<file path="config.mk">
export PLATFORM = sky130hd
export DESIGN_NAME = icb_sram_ctrl_8k
export DESIGN_NICKNAME = d
export VERILOG_FILES = /design/src/rtl/sram_ctrl_pkg.sv /design/src/rtl/icb_sram_ctrl_8k.sv
export SDC_FILE = /design/constraint.sdc
export NUM_CORES = 1
export LEC_CHECK = 0
export BUFFER_PORTS_ARGS = -buffer_cell sky130_fd_sc_hd__buf_4
export CAP_MARGIN = 20
export CORE_MARGIN = 1.5
export CORE_UTILIZATION = 47
export DETAILED_ROUTE_END_ITERATION = 6
export PLACE_DENSITY = 0.78
export SLEW_MARGIN = 20
export SYNTH_ARGS = -nofsm -noshare
export SYNTH_HDL_FRONTEND = slang
export SYNTH_SLANG_ARGS = --single-unit
</file>
<file path="constraint.sdc">
create_clock -name clk -period 2.6 [get_ports clk]
set_clock_uncertainty 0.15 [all_clocks]
set_input_delay 0.26 -clock clk [delete_from_list [all_inputs] [get_ports clk]]
set_output_delay 0.26 -clock clk [all_outputs]
set_load 0.05 [all_outputs]
</file>
<file path="src/rtl/sram_ctrl_pkg.sv">
// sram_ctrl_pkg: shared state encoding, SRAM geometry and byte-merge helper for the ICB SRAM controller
package sram_ctrl_pkg;
  localparam int SRAM_AW = 13;
  typedef enum logic [1:0] {IDLE, RD_WAIT, RMW_WR, RSP} state_e;
  function automatic logic [31:0] byte_merge(input logic [31:0] old_w, input logic [31:0] new_w,
                                             input logic [3:0] mask);
    for (int i = 0; i < 4; i++) byte_merge[8*i+:8] = mask[i] ? new_w[8*i+:8] : old_w[8*i+:8];
  endfunction
endpackage

</file>
<file path="src/rtl/icb_sram_ctrl_8k.sv">
// icb_sram_ctrl_8k: ICB slave driving an 8K x 32 SRAM, partial writes done as read-modify-write
module icb_sram_ctrl_8k
  import sram_ctrl_pkg::*;
#(
  parameter logic [31:0] BASE_ADDR = 32'h8000_0000,
  parameter int          AW        = SRAM_AW
) (
  input  logic          clk,
  input  logic          rst_n,
  input  logic          icb_cmd_valid,
  output logic          icb_cmd_ready,
  input  logic [31:0]   icb_cmd_addr,
  input  logic          icb_cmd_read,
  input  logic [31:0]   icb_cmd_wdata,
  input  logic [3:0]    icb_cmd_wmask,
  output logic          icb_rsp_valid,
  input  logic          icb_rsp_ready,
  output logic [31:0]   icb_rsp_rdata,
  output logic          icb_rsp_err,
  output logic          sram_csbn,
  output logic          sram_wsbn,
  output logic [AW-1:0] sram_waddr,
  output logic [31:0]   sram_wdata,
  output logic [AW-1:0] sram_raddr,
  input  logic [31:0]   sram_rdata
);
  state_e        state_q, state_d;
  logic [31:0]   rdata_q, rdata_d, wdata_q, wdata_d;
  logic          err_q, err_d;
  logic [AW-1:0] word_q, word_d;
  logic [3:0]    wmask_q, wmask_d;
  logic          accept, hit, unused;
  logic [AW-1:0] word;
  assign hit           = icb_cmd_addr[31:AW+2] == BASE_ADDR[31:AW+2];
  assign word          = icb_cmd_addr[AW+1:2];
  assign unused        = ^icb_cmd_addr[1:0];
  assign icb_cmd_ready = state_q == IDLE;
  assign accept        = icb_cmd_valid && icb_cmd_ready;
  assign icb_rsp_valid = state_q == RSP;
  assign icb_rsp_rdata = rdata_q;
  assign icb_rsp_err   = err_q;
  always_comb begin
    state_d    = state_q;
    rdata_d    = rdata_q;
    err_d      = err_q;
    word_d     = word_q;
    wdata_d    = wdata_q;
    wmask_d    = wmask_q;
    sram_csbn  = 1'b1;
    sram_wsbn  = 1'b1;
    sram_waddr = '0;
    sram_wdata = '0;
    sram_raddr = '0;
    case (state_q)
      IDLE: if (accept) begin
        rdata_d = '0;
        err_d   = !hit;
        state_d = RSP;
        if (hit && icb_cmd_read) begin
          sram_csbn  = 1'b0;
          sram_raddr = word;
          state_d    = RD_WAIT;
        end else if (hit && icb_cmd_wmask == 4'hF) begin
          sram_csbn  = 1'b0;
          sram_wsbn  = 1'b0;
          sram_waddr = word;
          sram_wdata = icb_cmd_wdata;
        end else if (hit && icb_cmd_wmask != 4'h0) begin
          sram_csbn  = 1'b0;
          sram_raddr = word;
          word_d     = word;
          wdata_d    = icb_cmd_wdata;
          wmask_d    = icb_cmd_wmask;
          state_d    = RMW_WR;
        end
      end
      RD_WAIT: begin
        rdata_d = sram_rdata;
        state_d = RSP;
      end
      RMW_WR: begin
        sram_csbn  = 1'b0;
        sram_wsbn  = 1'b0;
        sram_waddr = word_q;
        sram_wdata = byte_merge(sram_rdata, wdata_q, wmask_q);
        state_d    = RSP;
      end
      RSP: state_d = icb_rsp_ready ? IDLE : RSP;
      default: state_d = IDLE;
    endcase
  end
  always_ff @(posedge clk or negedge rst_n) begin
    if (!rst_n) begin
      state_q <= IDLE;
      rdata_q <= '0;
      err_q   <= 1'b0;
      word_q  <= '0;
      wdata_q <= '0;
      wmask_q <= '0;
    end else begin
      state_q <= state_d;
      rdata_q <= rdata_d;
      err_q   <= err_d;
      word_q  <= word_d;
      wdata_q <= wdata_d;
      wmask_q <= wmask_d;
    end
  end
endmodule

</file>
; ---- Yosys cells after proc, flatten, opt, wreduce, memory -nomap -nowiden
; Cells that the tools add are included.
[word_totals]
reg_bits = 84
[classes]
n_eq_ne = 6
n_mux = 34
bitwise = 2
reduce_logical = 12
[ops]
columns = op, n
row1 = 32-bit 2-to-1 mux, 4
row2 = 32-bit case mux with 2 select lines, 2
row3 = 13-bit 2-to-1 mux, 8
row4 = 8-bit 2-to-1 mux, 4
row5 = 13-bit case mux with 2 select lines, 1
row6 = 17-bit == test (second input constant), 1
row7 = 1-bit 2-to-1 mux, 9
row8 = 2-bit 2-to-1 mux, 3
row9 = 2-bit case mux with 3 select lines, 1
row10 = 5-bit AND reduction, 1
row11 = 2-bit == test (second input constant), 2
row12 = 4-bit == test (second input constant), 1
row13 = 1-bit logical AND, 4
row14 = 1-bit case mux with 2 select lines, 2
row15 = 2-bit AND reduction, 2
row16 = 4-bit nonzero test, 1
row17 = 2-bit by 1-bit == test with 1-bit output (second input constant), 1
row18 = 2-bit zero test, 1
row19 = 2-bit by 1-bit != test with 1-bit output (second input constant), 1
row20 = 1-bit NOT, 2
row21 = 2-bit nonzero test, 1
row22 = 2-bit OR reduction, 1
row23 = 1-bit zero test, 1

; ---- Logic depth before layout (Yosys ltp)
[logic_depth]
ltp_word = 7
mapped_depth = 8
depth_no_buf = 6

; ---- Least setup slack after synthesis
; Ideal clock, no wire load.
[synth_path]
kind = register to output
from = reg state_q[0]
to = out sram_wdata[11]
arrival_ps = 2700
t_required_ps = 2190
slack_ps = -510
stages_incl_launch_ff = 9
path_buffers = 2
path_cell_list = dfrtp_1 > inv_1 > ha_1 > buf_6 > and4bb_1 > nand4b_2 > nor4_4 > buf_6 > a22o_1
[synth_between]
elab_chain_cells = 4
[synth_rtl]
columns = element, line
row1 = "start, declared", icb_sram_ctrl_8k.sv:27  ; state_e state_q, state_d;
row2 = "start signal, assigned", icb_sram_ctrl_8k.sv:101  ; state_q <= state_d;
row3 = 2-bit zero test (*), icb_sram_ctrl_8k.sv:37  ; assign icb_cmd_ready = state_q == IDLE;
row4 = via icb_cmd_ready, icb_sram_ctrl_8k.sv:11  ; output logic icb_cmd_ready,
row5 = 1-bit logical AND, icb_sram_ctrl_8k.sv:38  ; assign accept = icb_cmd_valid && icb_cmd_ready;
row6 = 32-bit 2-to-1 mux, icb_sram_ctrl_8k.sv:55  ; IDLE: if (accept) begin
row7 = 32-bit case mux with 2 select lines (*), icb_sram_ctrl_8k.sv:54  ; case (state_q)
row8 = "end, declared", icb_sram_ctrl_8k.sv:23  ; output logic [31:0] sram_wdata,
; Mark *: on every way through the listed nets, which the timed path passes. The rest lies on a longest branch.

; ---- Worst setup path after layout
[layout_path]
from = reg state_q[0]
to = out sram_wdata[1]
[layout_between]
elab_chain_cells = 4
[layout_rtl]
columns = element, line
row1 = 2-bit zero test, "icb_sram_ctrl_8k.sv:37, icb_sram_ctrl_8k.sv:54"
row2 = 1-bit logical AND, icb_sram_ctrl_8k.sv:38
row3 = 32-bit 2-to-1 mux, icb_sram_ctrl_8k.sv:55
row4 = 32-bit case mux with 2 select lines (*), icb_sram_ctrl_8k.sv:54
; Every way passes the cells marked *; elsewhere a longest branch is shown, timed or not.

==> summary.md <==
| Metric | Value |
|---|---|
| Number of routed nets with antenna violations | 0 |
| Die X | 98.5 µm |
| Met1 wire length | about 5.5 mm |
| Syn_nets | between 400 and 500 |
| Slew Limit Fails | 0 |
| Syn Area/Cell | 13.2 µm² |
| Slew headroom | 0.454 |
| Initial DRT Pass Iterations | 4 |
| Die height | roughly 99 µm |
| DRT iter0 DRCs | 86 |
| Cell taking the most area after synthesis | dfrtp_1 |
| CP peak stage delay | between 0.4 and 0.5 ns |
| Setup CP Type | reg2out |
| Fin cells | 685 |
| CTS Root Cell | clkbuf_8 |
| Filler cell count | 448 |
| Core footprint | 8760 µm² |
| Bufs on Longest Clock Path | 2 |
| Die area | about 9700 µm² |
| Slew @ Worst Pin | roughly 0.82 ns |
| GRT overflow | 0 |
| IO Pins | 200 |
| CP Cell Sequence | inv_2 > ha_4 > and4bb_2 > nand4b_4 > nor4_4 > buf_6 > clkbuf_16 > a22o_4 > buf_8 |
| Initial antenna violation count | 0 |
| Async SR Flop Fraction | 1.00 |
| RSZ-0062 raised after global routing | true |
| Outcome | finished, violations left |
| Vias in the first global route | 4,133 |
| Worst-path clk slew | 0.08 ns |
| DR WL/cell | roughly 21 µm |
| Ys Warns | 0 |
| Post-synth EDFFs | 0 |
| Minimum clock period | 2.81 ns |
| Post-route cell area | 7500 µm² |
| First-pass GRT wire length | 21.6 mm |
| Post-Syn Area | approximately 4300 µm² |
| LEAKAGE | 3.79 nW |
| CTS sink count | 84 |
| Dominant synthesized flop cell | dfrtp_1 |
| Layout area overhead | 75.0% |
| Post-DP HPWL | 8.55 mm |
| Multi-input gate area | 2440 µm² |
| Final worst setup slack | -0.205 ns |
| TritonCTS Buffers | 9 |
| Maximum fanout along the worst path | 5 |
| Worst Path Buf+Inv | 4 |
| Placed cells | ~620 |
| Drc violations | 0 |
| Site Rows | 34 |
| DR WL met3 | 1.06 mm |
| Synth top area share | 0.490 |
| Pwr Total | 6.58 mW |
| Main area contributors after synthesis | dfrtp_1, mux2_2, a22o_1 |
| Share of cells above drive strength 1 | 0.657 |
| Vias per inst | 5.61 |
| Yosys reg bits | 84 |
| WP data arrival | 2.40 ns |
| Placed instance area | 6280 µm² |
| Slowest stage cell, crit path | dfrtp_1 |
| Maxcap violations | 0 |
| Top sig layer | met4 |
| CP required | 2.19 ns |
| Failing checks | negative setup slack |
| Power per Cell Area | 878 nW/µm² |
| Final period utilization | 1.08 |
| Worst min path class | in2reg |
| Routed vias | 3,843 |
| Critical path endpoint category | output port |
| H-tree depth | 3 |
| GR Util All Layers | 0.282 |
| Peak Freq | 356 MHz |
| Cells after Synth | 324 |
| Worst-skew pair later-pin latency | 0.33 ns |
| Nets | between 600 and 700 |
| Register area share after synthesis | 0.490 |
| Port Buf Inserts | 197 |
| Final setup vio count | 59 |
| Netlist cell types | 31 |
| Setup crit start kind | flop |
| GP Congestion | a little under 0.8 |
| CTS tree | built |
| Overall routed net length | 14.3 mm |
| CP top delay family | simple AND/OR/NAND/NOR gates |
| Largest net degree at the start of global routing | 63 |
| Met2 WL | 7.62 mm |
| Register area | 2100 µm² |
| Max IR drop VDD | 0.603 mV |
| Initial Util | 0.489 |
| Final Hold Fails | 0 |
| Number of diodes | 0 |
## worst reg2reg max path, delay by kind of cell, from the launching register on
kind	cells	cell delay [ns]
fa+ha+maj	1	0.15
mux	1	0.39
buf+inv	3	0.60
flops	1	0.41
simple gates	2	0.35
## placed cells by master (no fill, tap or decap), drive strengths merged, types with 2 or more instances in the layout
| master | count |
|---|---|
| ha | 4 |
| dlygate4sd3 | 40 |
| buf | 221 |
| a21oi | 4 |
| clkbuf | 13 |
| bufinv | 2 |
| mux2 | 81 |
| and2 | 13 |
| inv | 4 |
| nand4 | 2 |
| nor4 | 3 |
| a22o | 77 |
| nor3 | 5 |
| nor2 | 4 |
| clkinv | 2 |
| nand2 | 4 |
| dfrtp | 84 |
| mux2i | 2 |
## power by group
part           switching (mW)  internal, mW  leakage (nW)
logic                    2.35          1.53          2.57
clock network           0.457         0.534         0.102
registers               0.159          1.56          1.12
total                    2.97          3.62          3.79
## metrics by stage
stage	setup WS, ns	hold WS (ns)	util	setup TNS [ns]
floorplan	-0.0479	-0.186	-	-1.61
global placement	0.0943	0.242	0.717	0
detailed placement	0.0464	0.248	0.717	0
CTS	-0.153	0.000486	0.830	-4.92
global route	-0.286	0.00739	0.856	-14.81
finish	-0.205	0.0180	0.856	-9.48
## sequential cells by signal, indices dropped and copies added (netlist names)
register,flops
wmask_q,4
word_q,13
wdata_q,32
icb_rsp_rdata,32
state_q,2
icb_rsp_err,1
## metal layers
metal	track usage	vias to the layer above
li1	-	1737
met1	0.339	1921
met2	0.502	170
met3	0.0766	15
met4	0.0683	0
met5	0	-
## layout make-up
| cell class | instances | area share |
|---|---|---|
| flip-flops and latches | 84 | 0.280 |
| clock inverters | 5 | 0.0103 |
| repair buffers | 264 | 0.347 |
| well taps | 108 | 0.0180 |
| inverters | 4 | 0.00200 |
| multi-input cells | 210 | 0.325 |
| clock buffers | 10 | 0.0170 |
## path summary, 6_finish.rpt
kind,startpoint,endpoint,slack [ns],depth (start not counted)
worst max-delay path,state_q[0],sram_wdata[1],-0.21,9
worst min-delay path,sram_rdata[9],icb_rsp_rdata[9],0.02,2
worst max register to register,state_q[0],wdata_q[9],0.44,7
worst min register to register,wdata_q[1],wdata_q[1],0.36,1
max in group asynchronous,rst_n,word_q[2],1.20,3
min in group asynchronous,rst_n,wdata_q[12],0.40,2
## cell usage after synthesis (3+ instances only)
cell type	instances
nand2_1	4
mux2_2	81
buf_2	3
inv_1	4
a21oi_1	4
nor2_1	4
dfrtp_1	84
ha_1	4
a22o_2	26
nor3_1	4
buf_6	7
clkbuf_1	11
and2_1	13
a22o_1	51
buf_1	5
## cells by family after synthesis
logic type,count (synthesis),share of synthesized area
AO/OA/AOI/OAI,85,0.176
adder cells (fa/ha/maj),4,0.0117
buffers and inverters,30,0.0394
flip-flops,84,0.490
multiplexers,83,0.217
AND/OR/NAND/NOR,38,0.0654
## what timing repair did
action,4_1_cts,5_1_grt
endpoints found under the setup margin,59,59
hold buffers,36,4
buffers inserted,4,4
hold endpoints to repair,95,4
gates resized for setup,91,16
cloned,2,4
pin swaps,1,7
(Power assumes the default switching activity.)
